<file path="src/rtl/irq_controller_pkg.sv">
// Shared types and defaults for the interrupt scheduler.
// Build option: IRQ_CTRL_EDGE_DETECT_EN selects edge- vs level-sensitive requests.
package irq_controller_pkg;

  localparam int IRQ_COUNT_DEFAULT = 8;
  localparam int IRQ_VECTOR_WIDTH  = 5;
  localparam int IRQ_STATE_COUNT   = 3;

  typedef enum logic [1:0] {
    IRQ_STATE_IDLE     = 2'd0,
    IRQ_STATE_DISPATCH = 2'd1,
    IRQ_STATE_HOLDOFF  = 2'd2
  } irq_state_e;

endpackage

</file>
<file path="src/rtl/irq_controller_priority_encoder.sv">
// Fixed-priority encoder: lowest set request index wins.
// Purely combinational; idx is zero when nothing is requested.
module irq_priority_encoder #(
  parameter int IRQ_COUNT    = 8,
  parameter int VECTOR_WIDTH = 5
) (
  input  logic [IRQ_COUNT-1:0]    req,
  output logic [VECTOR_WIDTH-1:0] idx,
  output logic                    valid
);

  always_comb begin
    idx   = '0;
    valid = 1'b0;
    for (int k = IRQ_COUNT - 1; k >= 0; k--) begin
      if (req[k]) begin
        idx   = VECTOR_WIDTH'(k);
        valid = 1'b1;
      end
    end
  end

endmodule

</file>
<file path="src/rtl/irq_controller.sv">
// Interrupt scheduler: pending latch, priority pick, boundary dispatch.
// Build option: IRQ_CTRL_EDGE_DETECT_EN makes requests rising-edge triggered.
module irq_controller
  import irq_controller_pkg::*;
#(
  parameter int IRQ_COUNT    = IRQ_COUNT_DEFAULT,
  parameter int VECTOR_WIDTH = IRQ_VECTOR_WIDTH
) (
  input  logic                    clk,
  input  logic                    reset_n,
  input  logic [IRQ_COUNT-1:0]    irq_in,
  input  logic [IRQ_COUNT-1:0]    pending_clr,
  input  logic                    i_flag,
  input  logic                    insn_done,
  input  logic                    reti_done,
  input  logic                    irq_ack,
  output logic                    irq_take,
  output logic [VECTOR_WIDTH-1:0] irq_vector,
  output logic                    sreg_i_clear,
  output logic                    irq_pending,
  output logic [IRQ_COUNT-1:0]    pending
);

  irq_state_e             state, state_nxt;
  logic [IRQ_COUNT-1:0]   req;
  logic [IRQ_COUNT-1:0]   pend_nxt;
  logic [VECTOR_WIDTH-1:0] win_idx;
  logic                   win_valid;
  logic                   load_vec;

`ifdef IRQ_CTRL_EDGE_DETECT_EN
  logic [IRQ_COUNT-1:0] irq_prev;

  always_ff @(posedge clk or negedge reset_n) begin
    if (!reset_n) irq_prev <= '0;
    else          irq_prev <= irq_in;
  end

  assign req = irq_in & ~irq_prev;
`else
  assign req = irq_in;
`endif

  // A new request beats any clear landing in the same cycle
  always_comb begin
    pend_nxt = pending;
    for (int k = 0; k < IRQ_COUNT; k++) begin
      if (req[k])
        pend_nxt[k] = 1'b1;
      else if (pending_clr[k] ||
               (irq_ack && irq_vector == VECTOR_WIDTH'(k + 1)))
        pend_nxt[k] = 1'b0;
    end
  end

  irq_priority_encoder #(
    .IRQ_COUNT    (IRQ_COUNT),
    .VECTOR_WIDTH (VECTOR_WIDTH)
  ) u_prio (
    .req   (pending),
    .idx   (win_idx),
    .valid (win_valid)
  );

  always_comb begin
    state_nxt = state;
    load_vec  = 1'b0;
    case (state)
      IRQ_STATE_IDLE: begin
        if (insn_done && reti_done) begin
          state_nxt = IRQ_STATE_HOLDOFF;
        end else if (insn_done && i_flag && win_valid) begin
          state_nxt = IRQ_STATE_DISPATCH;
          load_vec  = 1'b1;
        end
      end
      IRQ_STATE_DISPATCH: begin
        if (irq_ack) state_nxt = IRQ_STATE_IDLE;
      end
      IRQ_STATE_HOLDOFF: begin
        if (insn_done && !reti_done) state_nxt = IRQ_STATE_IDLE;
      end
      default: state_nxt = IRQ_STATE_IDLE;
    endcase
  end

  always_ff @(posedge clk or negedge reset_n) begin
    if (!reset_n) begin
      state        <= IRQ_STATE_IDLE;
      pending      <= '0;
      irq_vector   <= '0;
      sreg_i_clear <= 1'b0;
    end else begin
      state        <= state_nxt;
      pending      <= pend_nxt;
      sreg_i_clear <= (state == IRQ_STATE_DISPATCH) && irq_ack;
      if (load_vec) irq_vector <= win_idx + VECTOR_WIDTH'(1);
    end
  end

  assign irq_take    = (state == IRQ_STATE_DISPATCH);
  assign irq_pending = |pending;

endmodule
</file>
<file path="config.mk">
export PLATFORM = sky130hd
export DESIGN_NAME = irq_controller
export DESIGN_NICKNAME = d
export VERILOG_FILES = /design/src/rtl/irq_controller_pkg.sv /design/src/rtl/irq_controller_priority_encoder.sv /design/src/rtl/irq_controller.sv
export SDC_FILE = /design/constraint.sdc
export NUM_CORES = 1
export LEC_CHECK = 0
export CAP_MARGIN = 25
export CORE_AREA = 2 2 51 53
export DETAILED_ROUTE_END_ITERATION = 8
export DIE_AREA = 0 0 53 55
export HOLD_SLACK_MARGIN = 0.03
export PLACE_DENSITY = 0.73
export SETUP_SLACK_MARGIN = 0.1
export SLEW_MARGIN = 20
export SYNTH_ARGS = -nofsm -noshare
export SYNTH_HDL_FRONTEND = slang
export SYNTH_HIERARCHICAL = 1
export SYNTH_SLANG_ARGS = --single-unit
</file>
<file path="constraint.sdc">
create_clock -name clk -period 2.3 [get_ports clk]
set_input_delay 0.46 -clock clk [delete_from_list [all_inputs] [get_ports clk]]
set_output_delay 0.46 -clock clk [all_outputs]
set_load 0.05 [all_outputs]
</file>
==> results of run 1 <==
-- worst paths after layout --
kind | from | endpoint | slack [ns] | depth (start not counted)
setup / recovery | irq_vector[0] | irq_vector[0] | 0.21 | 1
hold / removal | state[0] | state[1] | 0.52 | 1
setup reg to reg | pending[5] | irq_vector[2] | 0.52 | 6
hold reg to reg | state[0] | state[1] | 0.52 | 1
max in group asynchronous | reset_n | pending[3] | 1.25 | 1
min in group asynchronous | reset_n | pending[1] | 0.59 | 1
-- sequential cells by signal (all words and copies together), names as in the netlist --
signal        flops
sreg_i_clear      1
irq_vector        5
pending           8
state             2
-- area by class of cell --
class / instances / area share
Inverter: 11 / 0.0308
Sequential cell: 16 / 0.299
Clock buffer: 4 / 0.0271
Tap cell: 30 / 0.0280
Timing Repair Buffer: 38 / 0.280
Multi-Input combinational cell: 58 / 0.335
-- stage by stage --
stage	setup slack, ns	hold slack [ns]
after floorplan	0.414	0.164
after global placement	0.328	0.503
after global routing	0.150	0.548
after detailed placement	0.306	0.514
after CTS	0.212	0.526
final	0.215	0.522
-- layout by cell type, fill, tap and decap left out, drive strengths merged, types with 2 or more instances in the layout --
master and count:
nor2b 6, a31o 8, nand3 5, nor2 5
nand2 5, conb 2, clkdlybuf4s50 35, mux2i 2
nor4 4, dlygate4sd2 2, xnor2 2, mux2 4
inv 11, o21ai 2, nand4 2, clkbuf 4
dfrtp 16
-- where the power goes --
group	internal (mW)	switching, mW
logic	0.159	0.205
registers	0.320	0.0636
clock network	0.0965	0.0900
-- cells by family (layout without fill, tap and decap cells) --
logic type | count (synthesis) | after routing | share of synthesized area
AOI/OAI and AO/OA | 14 | 14 | 0.121
xor gates and xnor gates | 3 | 3 | 0.0291
adders and majority gates | 1 | 1 | 0.0139
buffers and inverters | 13 | 53 | 0.0624
DFF | 16 | 16 | 0.444
muxes | 6 | 6 | 0.0888
other | 1 | 2 | 0.00416
and+or+nand+nor | 32 | 32 | 0.237
-- cells in the mapped netlist --
cell type  instances
nor4b_4            1
nand4_1            2
conb_1             1
a21oi_1            1
buf_4              2
dfrtp_1           16
mux2_4             4
nand2b_1           1
ha_1               1
nor2_1             5
nand2_1            5
o21ai_0            2
nor4_2             1
and4bb_2           1
a211oi_1           1
xor2_1             1
o21bai_1           1
nand3_1            4
nand3_4            1
inv_1             11
xnor2_1            2
nand4b_1           1
o41ai_1            1
and2_1             1
mux2i_1            2
nor4_1             3
nor2b_1            6
a31o_2             8
-- layer usage --
layer	GRT usage	vias up	wire (um)
li1	-	386	-
met1	0.184	383	876
met2	0.294	27	1120
met3	0.0269	5	122
met4	0.0812	0	44
met5	0	-	0
-- what timing repair did --
| item | CTS | global route |
|---|---|---|
| setup buffers | 0 | 0 |
| resized for setup | 2 | 0 |
| setup endpoints to repair | 2 | 0 |
==> flow_metrics.tcl, run 1 <==
set metrics [dict create \
    post_dp_cell_area_um2 1310 \
    ios 38 \
    final_core_util 0.567 \
    rsz0062_at_grt "no" \
    setup_viol 0 \
    antenna_cells 0 \
    multiInputGateArea_um2 449 \
    critPathArrivalTime_ns 1.63 \
    drv_slew 0 \
    portBuffers 37 \
    critPathBufInv 1 \
    htree_levels 1 \
    grt_usage 0.162 \
    drive_gt1_frac 0.165 \
    crit_required_ns 1.84 \
    die-area_um2 2920 \
    routed_wl_mm 2.16 \
    min_path_type "register to register" \
    row_count 18 \
    cts_made_buffers 3 \
    vias 801 \
    critPathKind "register to primary output" \
    post-route-min-period_ns 2.09 \
    fillers 237 \
    synthCells 86 \
    fmax_mhz 480 \
    outcome "finished clean" \
    first_pass_iters 5 \
    area_delta_synth_final_pct 48.5 \
    cap_viol_max_count 0 \
    clk_latency_ns 0.29 \
    die_height_um 55 \
    finalSetupTns_ns 0 \
    drc_errors 0 \
    routedWlPerCell_um 13.8 \
    grt_first_pass_wirelength_mm 3.32 \
    yosys-top-cells-area "dfrtp_1, a31o_2, mux2_4" \
    gp_routability_congestion 0.765 \
    synth_top_area_frac 0.444 \
    critPathMaxStageDelay_ns 0.86 \
    critPathTopFamily "buffers and inverters" \
    grt_pass1_vias 787 \
    syn_avg_cell_area_um2 10.5 \
    power_density_nw_per_um2 697 \
    fp.coreArea_um2 2360 \
    ctsHoldBuffers 0 \
    cts.path.max_buffers 2 \
    seq_area_frac_synth 0.444 \
    synthesis.area_um2 902 \
    viasPerCell 5.10 \
    regArea_um2 400 \
    cp_max_fo 7 \
    cts_tree "done" \
    final_area_um2 1340 \
    dieWidth_um 53 \
    grt_antenna_before_repair 0 \
    grt-ovfl-total 0 \
    start_util 0.381 \
    synth_top_area_cell "dfrtp_1" \
    clock_skew_ns 0.00328 \
    postRouteAntennaNets 0 \
    cpMaxStageDelayCell "clkdlybuf4s50_1" \
    totalPowerFinal_mw 0.934 \
    initialDrtViolationCount 7 \
    dp_hpwl_mm 1.80 \
    grt_max_degree 17 \
    cts.sinks 16 \
    cts.clk_slew.worst_paths_ns 0.09 \
    peakVddDrop_v 0.000594 \
    critPathCaptureType "primary output" \
    cp_cell_sequence "clkdlybuf4s50_1" \
    critPathLaunchType "register" \
    ctsRootBufferMaster "clkbuf_4" \
    max_slew_margin 0.518 \
    layout.nets 151 \
    worst_pin_slew_ns 0.720 \
    yosysWarnings 6 \
    synthDistinctLibCells 28 \
    finalCritPeriodShare 0.907 \
    p_leak_nw 0.587 \
    finalNonFillerCells 157 \
    hold_viol_final 0 \
    synth-seq-cells 16 \
    dp_cells 153 \
]
No activity file was read; power rests on OpenSTA's default activity.
==> run 2: changes to the inputs <==
--- a/config.mk
+++ b/config.mk
@@ -6,14 +6,14 @@
 export NUM_CORES = 1
 export LEC_CHECK = 0
 export CAP_MARGIN = 25
-export CORE_AREA = 2 2 51 53
+export CORE_AREA = 2 2 49 51
+export CTS_CLUSTER_SIZE = 28
 export DETAILED_ROUTE_END_ITERATION = 8
-export DIE_AREA = 0 0 53 55
+export DIE_AREA = 0 0 51 53
 export HOLD_SLACK_MARGIN = 0.03
-export PLACE_DENSITY = 0.73
+export PLACE_DENSITY = 0.75
 export SETUP_SLACK_MARGIN = 0.1
 export SLEW_MARGIN = 20
 export SYNTH_ARGS = -nofsm -noshare
 export SYNTH_HDL_FRONTEND = slang
-export SYNTH_HIERARCHICAL = 1
 export SYNTH_SLANG_ARGS = --single-unit
==> run 2 against run 1 <==
Critical path type unchanged. Maximum frequency up 0.33%. Design area down 8.4%. Utilization up 0.47 points. Clock power down 18%. Critical endpoint unchanged. Non-clock buffer count down 2. Die area down 7.3%. Critical path depth unchanged. First-iteration DRC count up 86%.
==> flow_metrics.tcl, run 2 <==
set metrics [dict create \
    final_common_cell "clkdlybuf4s50_1" \
    clkPwrFrac 0.193 \
    final_cell_mix "clkdlybuf4s50_1, dfrtp_1, inv_1" \
    portBuffers 36 \
    cts.path.max_buffers 2 \
    switchingPower_mw 0.305 \
    syn_avg_cell_area_um2 10.5 \
    power_frac_seq 0.436 \
    rsz0062_at_grt "no" \
    synth-seq-cells 15 \
    area_delta_synth_final_pct 50.0 \
    min_path_type "register to register" \
    finalCritPeriodShare 0.904 \
    grt_antenna_before_repair 0 \
    synth-edff-count 0 \
    pwr-share-comb 0.371 \
    critPathLaunchType "register" \
    worstReg2RegStart "pending[6]" \
    antenna_cells 0 \
    crit_start "irq_vector[0]" \
    top_regs "pending (8), irq_vector (4), state (2)" \
    vias 731 \
    power_density_nw_per_um2 645 \
    cts.clk_slew.worst_paths_ns 0.09 \
    gp_routability_congestion 0.794 \
    clk_latency_ns 0.29 \
    worst_pin_slew_ns 0.662 \
    multiInputGateArea_um2 398 \
    critPathMaxStageDelay_ns 0.85 \
    routedWlPerCell_um 13.5 \
    setup_viol 0 \
    largest_reg_flops 8 \
    finalSetupTns_ns 0 \
    cts_tree "done" \
    synth_top_area_cell "dfrtp_1" \
    fp.coreArea_um2 2150 \
    cts.sinks 15 \
    drc_errors 0 \
    syn_nets 101 \
    grt_usage 0.166 \
    initialDrtViolationCount 13 \
    viasPerCell 5.04 \
    seq_area_frac_synth 0.459 \
    crit_required_ns 1.84 \
    routed_wl_mm 1.95 \
    timing.hold.ws_ns 0.507 \
    largest_register "pending" \
    max_slew_margin 0.557 \
    ctsRootBufferMaster "clkbuf_4" \
    outcome "finished clean" \
    p_leak_nw 0.544 \
    yosys-top-cells-area "dfrtp_1, a31o_2, mux2_4" \
    post-route-min-period_ns 2.08 \
    critPathKind "register to primary output" \
    fmax_mhz 481 \
    hold_viol_final 0 \
    cp_max_fo 7 \
    drive_gt1_frac 0.171 \
    p_int_mw 0.487 \
    cpMaxStageDelayCell "clkdlybuf4s50_1" \
    grt_max_degree 16 \
    critPathTopFamily "buffers and inverters" \
    row_count 17 \
    synthCells 78 \
    swShare 0.385 \
    critPathArrivalTime_ns 1.62 \
    die-area_um2 2700 \
    worstHoldStart "state[0]" \
    synth_top_area_frac 0.459 \
    synthFlopType "dfrtp_1" \
    first_pass_iters 4 \
    dieWidth_um 51 \
    critPathCaptureType "primary output" \
    dp_hpwl_mm 1.60 \
    synthTopCellsByCount "dfrtp_1, inv_1, nand2_1, a31o_2, nor2_1" \
    ctsHoldBuffers 0 \
    layout.nets 141 \
    critPathBufInv 1 \
    cts_made_buffers 3 \
    grt_first_pass_wirelength_mm 3.22 \
    peakVddDrop_v 0.000371 \
    synthMostInstantiatedCell "dfrtp_1" \
    drv_slew 0 \
    clock_skew_ns 0.00662 \
    synthDistinctLibCells 28 \
    cp_cell_sequence "clkdlybuf4s50_1" \
    grt_pass1_vias 717 \
    cap_viol_max_count 0 \
    ios 38 \
    regArea_um2 375 \
    synthesis.area_um2 818 \
    fillers 193 \
    ys_async_sr_fraction 1.00 \
    die_height_um 53 \
    yosysWarnings 0 \
    htree_levels 1 \
    start_util 0.381 \
    grt-ovfl-total 0 \
    postRouteAntennaNets 0 \
]
[run 2: cell families after synthesis]
logic type / count (synthesis) / synth area share
buffers and inverters: 11 / 0.0551
adder cells (fa/ha/maj): 1 / 0.0153
flip-flops: 15 / 0.459
AND/OR/NAND/NOR: 31 / 0.243
other: 1 / 0.00458
multiplexers: 4 / 0.0673
AO/OA/AOI/OAI: 15 / 0.156
[run 2: power by group through the flow]
stage | clock [mW] | sequential (mW) | combinational, mW
finish | 0.153 | 0.345 | 0.294
global route | 0.173 | 0.352 | 0.310
CTS | 0.158 | 0.345 | 0.296
detailed placement | 0 | 0.350 | 0.295
global placement | 0 | 0.350 | 0.292
floorplan | 0 | 0.432 | 0.0909
[run 2: layout make-up]
type	instances	share of cell area
multi-input cells	52	0.324
flip-flops and latches	15	0.306
repair buffers	36	0.288
inverters	10	0.0306
well taps	28	0.0285
clock buffers	3	0.0183
clock inverters	1	0.00408
[run 2: final timing paths]
check | cells after the start | endpoint | slack [ns]
worst max-delay path | 1 | irq_vector[0] | 0.22
worst min-delay path | 1 | state[1] | 0.51
worst max register to register | 7 | irq_vector[2] | 0.65
worst min register to register | 1 | state[1] | 0.51
max in group asynchronous | 1 | pending[7] | 1.31
min in group asynchronous | 1 | pending[6] | 0.57
[run 2: routing by layer]
layer  vias to the layer above  GRT usage  wire, um
li1                        350          -         -
met1                       350      0.198       773
met2                        29      0.284      1020
met3                         2     0.0452       129
met4                         0     0.0676        31
met5                         -          0         0
[run 2: per-stage QoR]
stage | area (um^2) | total power, mW | utilization | worst slack, ns | cells
finish | 1230 | 0.792 | 0.571 | 0.222 | 145
global route | 1230 | 0.835 | 0.571 | 0.161 | 145
CTS | 1230 | 0.800 | 0.573 | 0.117 | 145
detailed placement | 1210 | 0.646 | 0.561 | 0.165 | 141
global placement | 1210 | 0.642 | 0.561 | 0.225 | 141
floorplan | 818 | 0.523 | - | 0.317 | 78
[run 2: timing repair]
item                       in CTS  in global routing
setup endpoints to repair       2                  1
cloned                          0                  0
hold endpoints to repair        0                  0
resized for setup               2                  2
setup buffers                   0                  0
==> RTL edit 1 (settings of run 1) <==
`IRQ_COUNT_DEFAULT`: 8 -> 7.
--- a/src/rtl/irq_controller_pkg.sv
+++ b/src/rtl/irq_controller_pkg.sv
@@ -2,7 +2,7 @@
 // Build option: IRQ_CTRL_EDGE_DETECT_EN selects edge- vs level-sensitive requests.
 package irq_controller_pkg;
 
-  localparam int IRQ_COUNT_DEFAULT = 8;
+  localparam int IRQ_COUNT_DEFAULT = 7;
   localparam int IRQ_VECTOR_WIDTH  = 5;
   localparam int IRQ_STATE_COUNT   = 3;
 
Interface: changed (resized irq_in, pending and pending_clr); port bits go from 38 to 35. The function was not compared with the original's and may differ.
==> RTL edit 1 against run 1 <==
First-iteration DRC count did not move. Power decreased by 10%. Combinational power is 9.1% lower. Design area is 8.0% lower. Largest cell class unchanged. Largest power group unchanged. Worst setup slack improved by 0.031 ns. Area after synthesis is 6.7% lower. Die area did not move. Sequential cell count shrank 1. Wire length decreased by 9.1%.
==> RTL edit 1: results <==
critical_path:
  crit_fanout: 6
  startpoint: "pending[2]$_DFFE_PN0P_"
  crit_path_end: "pending[2]"
  rr_startpoint: "pending[4]$_DFFE_PN0P_"
power_and_ir_drop:
  p_leak_nw: 0.542
  irDropWorstVdd_uv: 449
layout:
  inv_count: 10
  reg_top3: "pending (7), irq_vector (5), state (2)"
  n_all_buffers: 34
  buffer_area_share_pct: 27.4
  layout.comb_gates.multi_input: 53
  final_nets: 138
  multi_input_area_share_pct: 33.9
  fill_cells: 229
route:
  drt-initial-drc-count: 7
  wl_met2_um: 1010
  wl_per_cell_um: 13.5
  wl_met1_um: 910
  vias: 709
  dr.pass1.iters: 3
  wl_met3_um: 43
  topRoutingLayerUsed: "met3"
timing:
  maxSlewHeadroom_pct: 53.5
  finalClockSkew_ns: 0.00173
  holdWs_ns: 0.519
  post-route-min-period_ns: 2.05
global_routing:
  grt_max_degree: 16
  use_met2_pct: 23.1
  met3_usage_pct: 1.34
  grt_usage_pct: 14.5
  grtUsageMet1_pct: 20.2
run_status:
  outcome: "finished, final reports clean"
place:
  dp_hpwl_um: 1580
  gp_congestion: 0.748
  place_ws_ns: 0.357
  numPortBuffers: 34
clock_tree:
  cts.sinks: 15
-- RTL edit 1: per-stage QoR --
stage | utilization [%] | instance area, um^2 | std cells
global route | 52.1 | 1230 | 146
detailed placement | 51.1 | 1210 | 142
finish | 52.1 | 1230 | 146
floorplan | - | 846 | 80
CTS | 52.1 | 1230 | 146
global placement | 51.1 | 1210 | 142
-- RTL edit 1: timing repair --
item / in CTS / in global routing
endpoints found under the hold margin: 0 / 0
endpoints found under the setup margin: 2 / 0
resized for setup: 2 / 0
-- RTL edit 1: kinds of logic after synthesis --
kind of cell / Yosys count / share of synthesized area (%)
adder cells (fa/ha/maj): 1 / 1.49
XOR/XNOR: 3 / 3.12
multiplexers: 6 / 9.51
AO/OA/AOI/OAI: 11 / 10.3
flip-flops: 15 / 44.6
buffers and inverters: 12 / 6.24
AND/OR/NAND/NOR: 30 / 24.4
other: 1 / 0.445
-- RTL edit 1: power by group --
part | internal [mW] | switching [mW]
clock | 0.0672 | 0.0823
combinational | 0.147 | 0.183
sequential | 0.300 | 0.0581
==> RTL edit 2 (flow settings as in run 1) <==
Without the edit above. Put a register stage on the outputs `irq_take` and `irq_pending`, cleared by the reset. The values now appear one clock later. The other outputs are not delayed to match.
--- a/src/rtl/irq_controller.sv
+++ b/src/rtl/irq_controller.sv
@@ -98,7 +98,14 @@
     end
   end
 
-  assign irq_take    = (state == IRQ_STATE_DISPATCH);
-  assign irq_pending = |pending;
+  always_ff @(posedge clk or negedge reset_n) begin
+    if (!reset_n) begin
+      irq_take    <= '0;
+      irq_pending <= '0;
+    end else begin
+      irq_take    <= (state == IRQ_STATE_DISPATCH);
+      irq_pending <= |pending;
+    end
+  end
 
 endmodule
Check against the original RTL: not equivalent (a bounded check fails within 4 cycles, from zero or initial values and one cycle with reset_n low).
==> RTL edit 2 against run 1 <==
Critical path depth unchanged. Design area up 3.4%. Via count down 0.75%. Highest routed layer unchanged. Sequential cell count up 2. Power about the same. Register-to-register slack worse by 0.06 ns. Die area unchanged. Synthesized cell count up 1.2%. Worst setup slack better by 0.0042 ns. Area after synthesis up 5.4%. Wire length down 0.60%.
==> RTL edit 2: results <==
route:
  wl_per_cell_um: 13.6
  dr.pass1.iters: 4
  drt_wl_total_um: 2150
  drt-initial-drc-count: 12
  vias: 795
  wl_met1_um: 905
  wl_met2_um: 1100
  wl_met3_um: 139
  topRoutingLayerUsed: "met4"
power_and_ir_drop:
  p_int_uw: 579
  pg_clk_uw: 149
  irDropWorstVdd_uv: 617
  p_leak_nw: 0.605
  p_sw_uw: 355
global_routing:
  grt_pass1_vias: 750
  grtUsageMet1_pct: 21.6
  grt_usage_pct: 16.5
  met3_usage_pct: 3.23
  grt_max_degree: 19
  use_met2_pct: 27.3
  grt_first_pass_wirelength_um: 3380
clock_tree:
  clk_pin_slew_ns: 0.09
  numCtsBuffers: 3
  cts-resized-gates: 0
  cts.htree.levels: 1
timing:
  finalClockSkew_ns: 0.000272
  maxSlewHeadroom_pct: 64.8
  setup_viol: 0
logic_synthesis:
  ys_top_cells_by_area: "dfrtp_1, a31o_2, mux2_4, inv_1, nand2_1"
  ys_types: 28
  synth_ff_type: "dfrtp_1"
  seq_area_frac_synth_pct: 47.4
  synth_area_per_cell_um2: 10.9
  ys_top_cells_by_count: "dfrtp_1, inv_1, a31o_2, nand2_1"
  synthArstFlopShare_pct: 100
run_status:
  outcome: "finished, final reports clean"
layout:
  final_nets: 153
  drive_gt1_share_pct: 17.2
place:
  place_ws_ns: 0.425
  dp_hpwl_um: 1740
  placed_cell_area_um2: 1360
  placed_cells: 155
  gp_congestion: 0.754
critical_path:
  cpMaxStageDelayCell: "clkdlybuf4s50_1"
  crit_fanout: 6
hold_path:
  worstHoldPathType: "input port to asynchronous set/reset pin"
## RTL edit 2: changes by cell type in the layout (fill, tap and decap cells not counted), moves of 2 or more
cell | before | now
dfrtp_1 | 16 | 18
nand2_1 | 5 | 8
nor2b_1 | 6 | 4
clkdlybuf4s50_1 | 35 | 37
nand4_1 | 2 | 0
dlygate4sd2_1 | 2 | 0
## RTL edit 2: logic make-up (layout without fill, tap and decap cells)
logic type | Yosys count | count (layout) | synth area share, %
multiplexers | 6 | 6 | 8.42
adder cells (fa/ha/maj) | 1 | 1 | 1.32
XOR/XNOR | 3 | 3 | 2.76
AND/OR/NAND/NOR | 31 | 31 | 22.4
other | 1 | 2 | 0.394
AO/OA/AOI/OAI | 14 | 14 | 11.4
flip-flops | 18 | 18 | 47.4
buffers and inverters | 13 | 53 | 5.92
## RTL edit 2: final timing paths
check | from | endpoint | slack (ns) | cells after the start
setup / recovery | pending[1]$_DFFE_PN0P_ | pending[1] | 0.22 | 1
hold / removal | reset_n | irq_vector[4]$_DFFE_PN0P_ | 0.49 | 2
setup reg to reg | pending[5]$_DFFE_PN0P_ | irq_vector[2]$_DFFE_PN0P_ | 0.46 | 6
hold reg to reg | state[0]$_DFFE_PN0P_ | state[1]$_DFFE_PN0P_ | 0.52 | 1
max in group asynchronous | reset_n | sreg_i_clear$_DFF_PN0_ | 1.62 | 2
min in group clk | state[0]$_DFFE_PN0P_ | state[1]$_DFFE_PN0P_ | 0.52 | 1
## RTL edit 2: cell type report
class | instances | area, um^2
inverter | 11 | 41.3
sequential | 18 | 450
multi-input combinational | 57 | 448
clock buffer | 3 | 22.5
timing repair buffer | 39 | 385
tap | 30 | 37.5
fill | 211 | 980
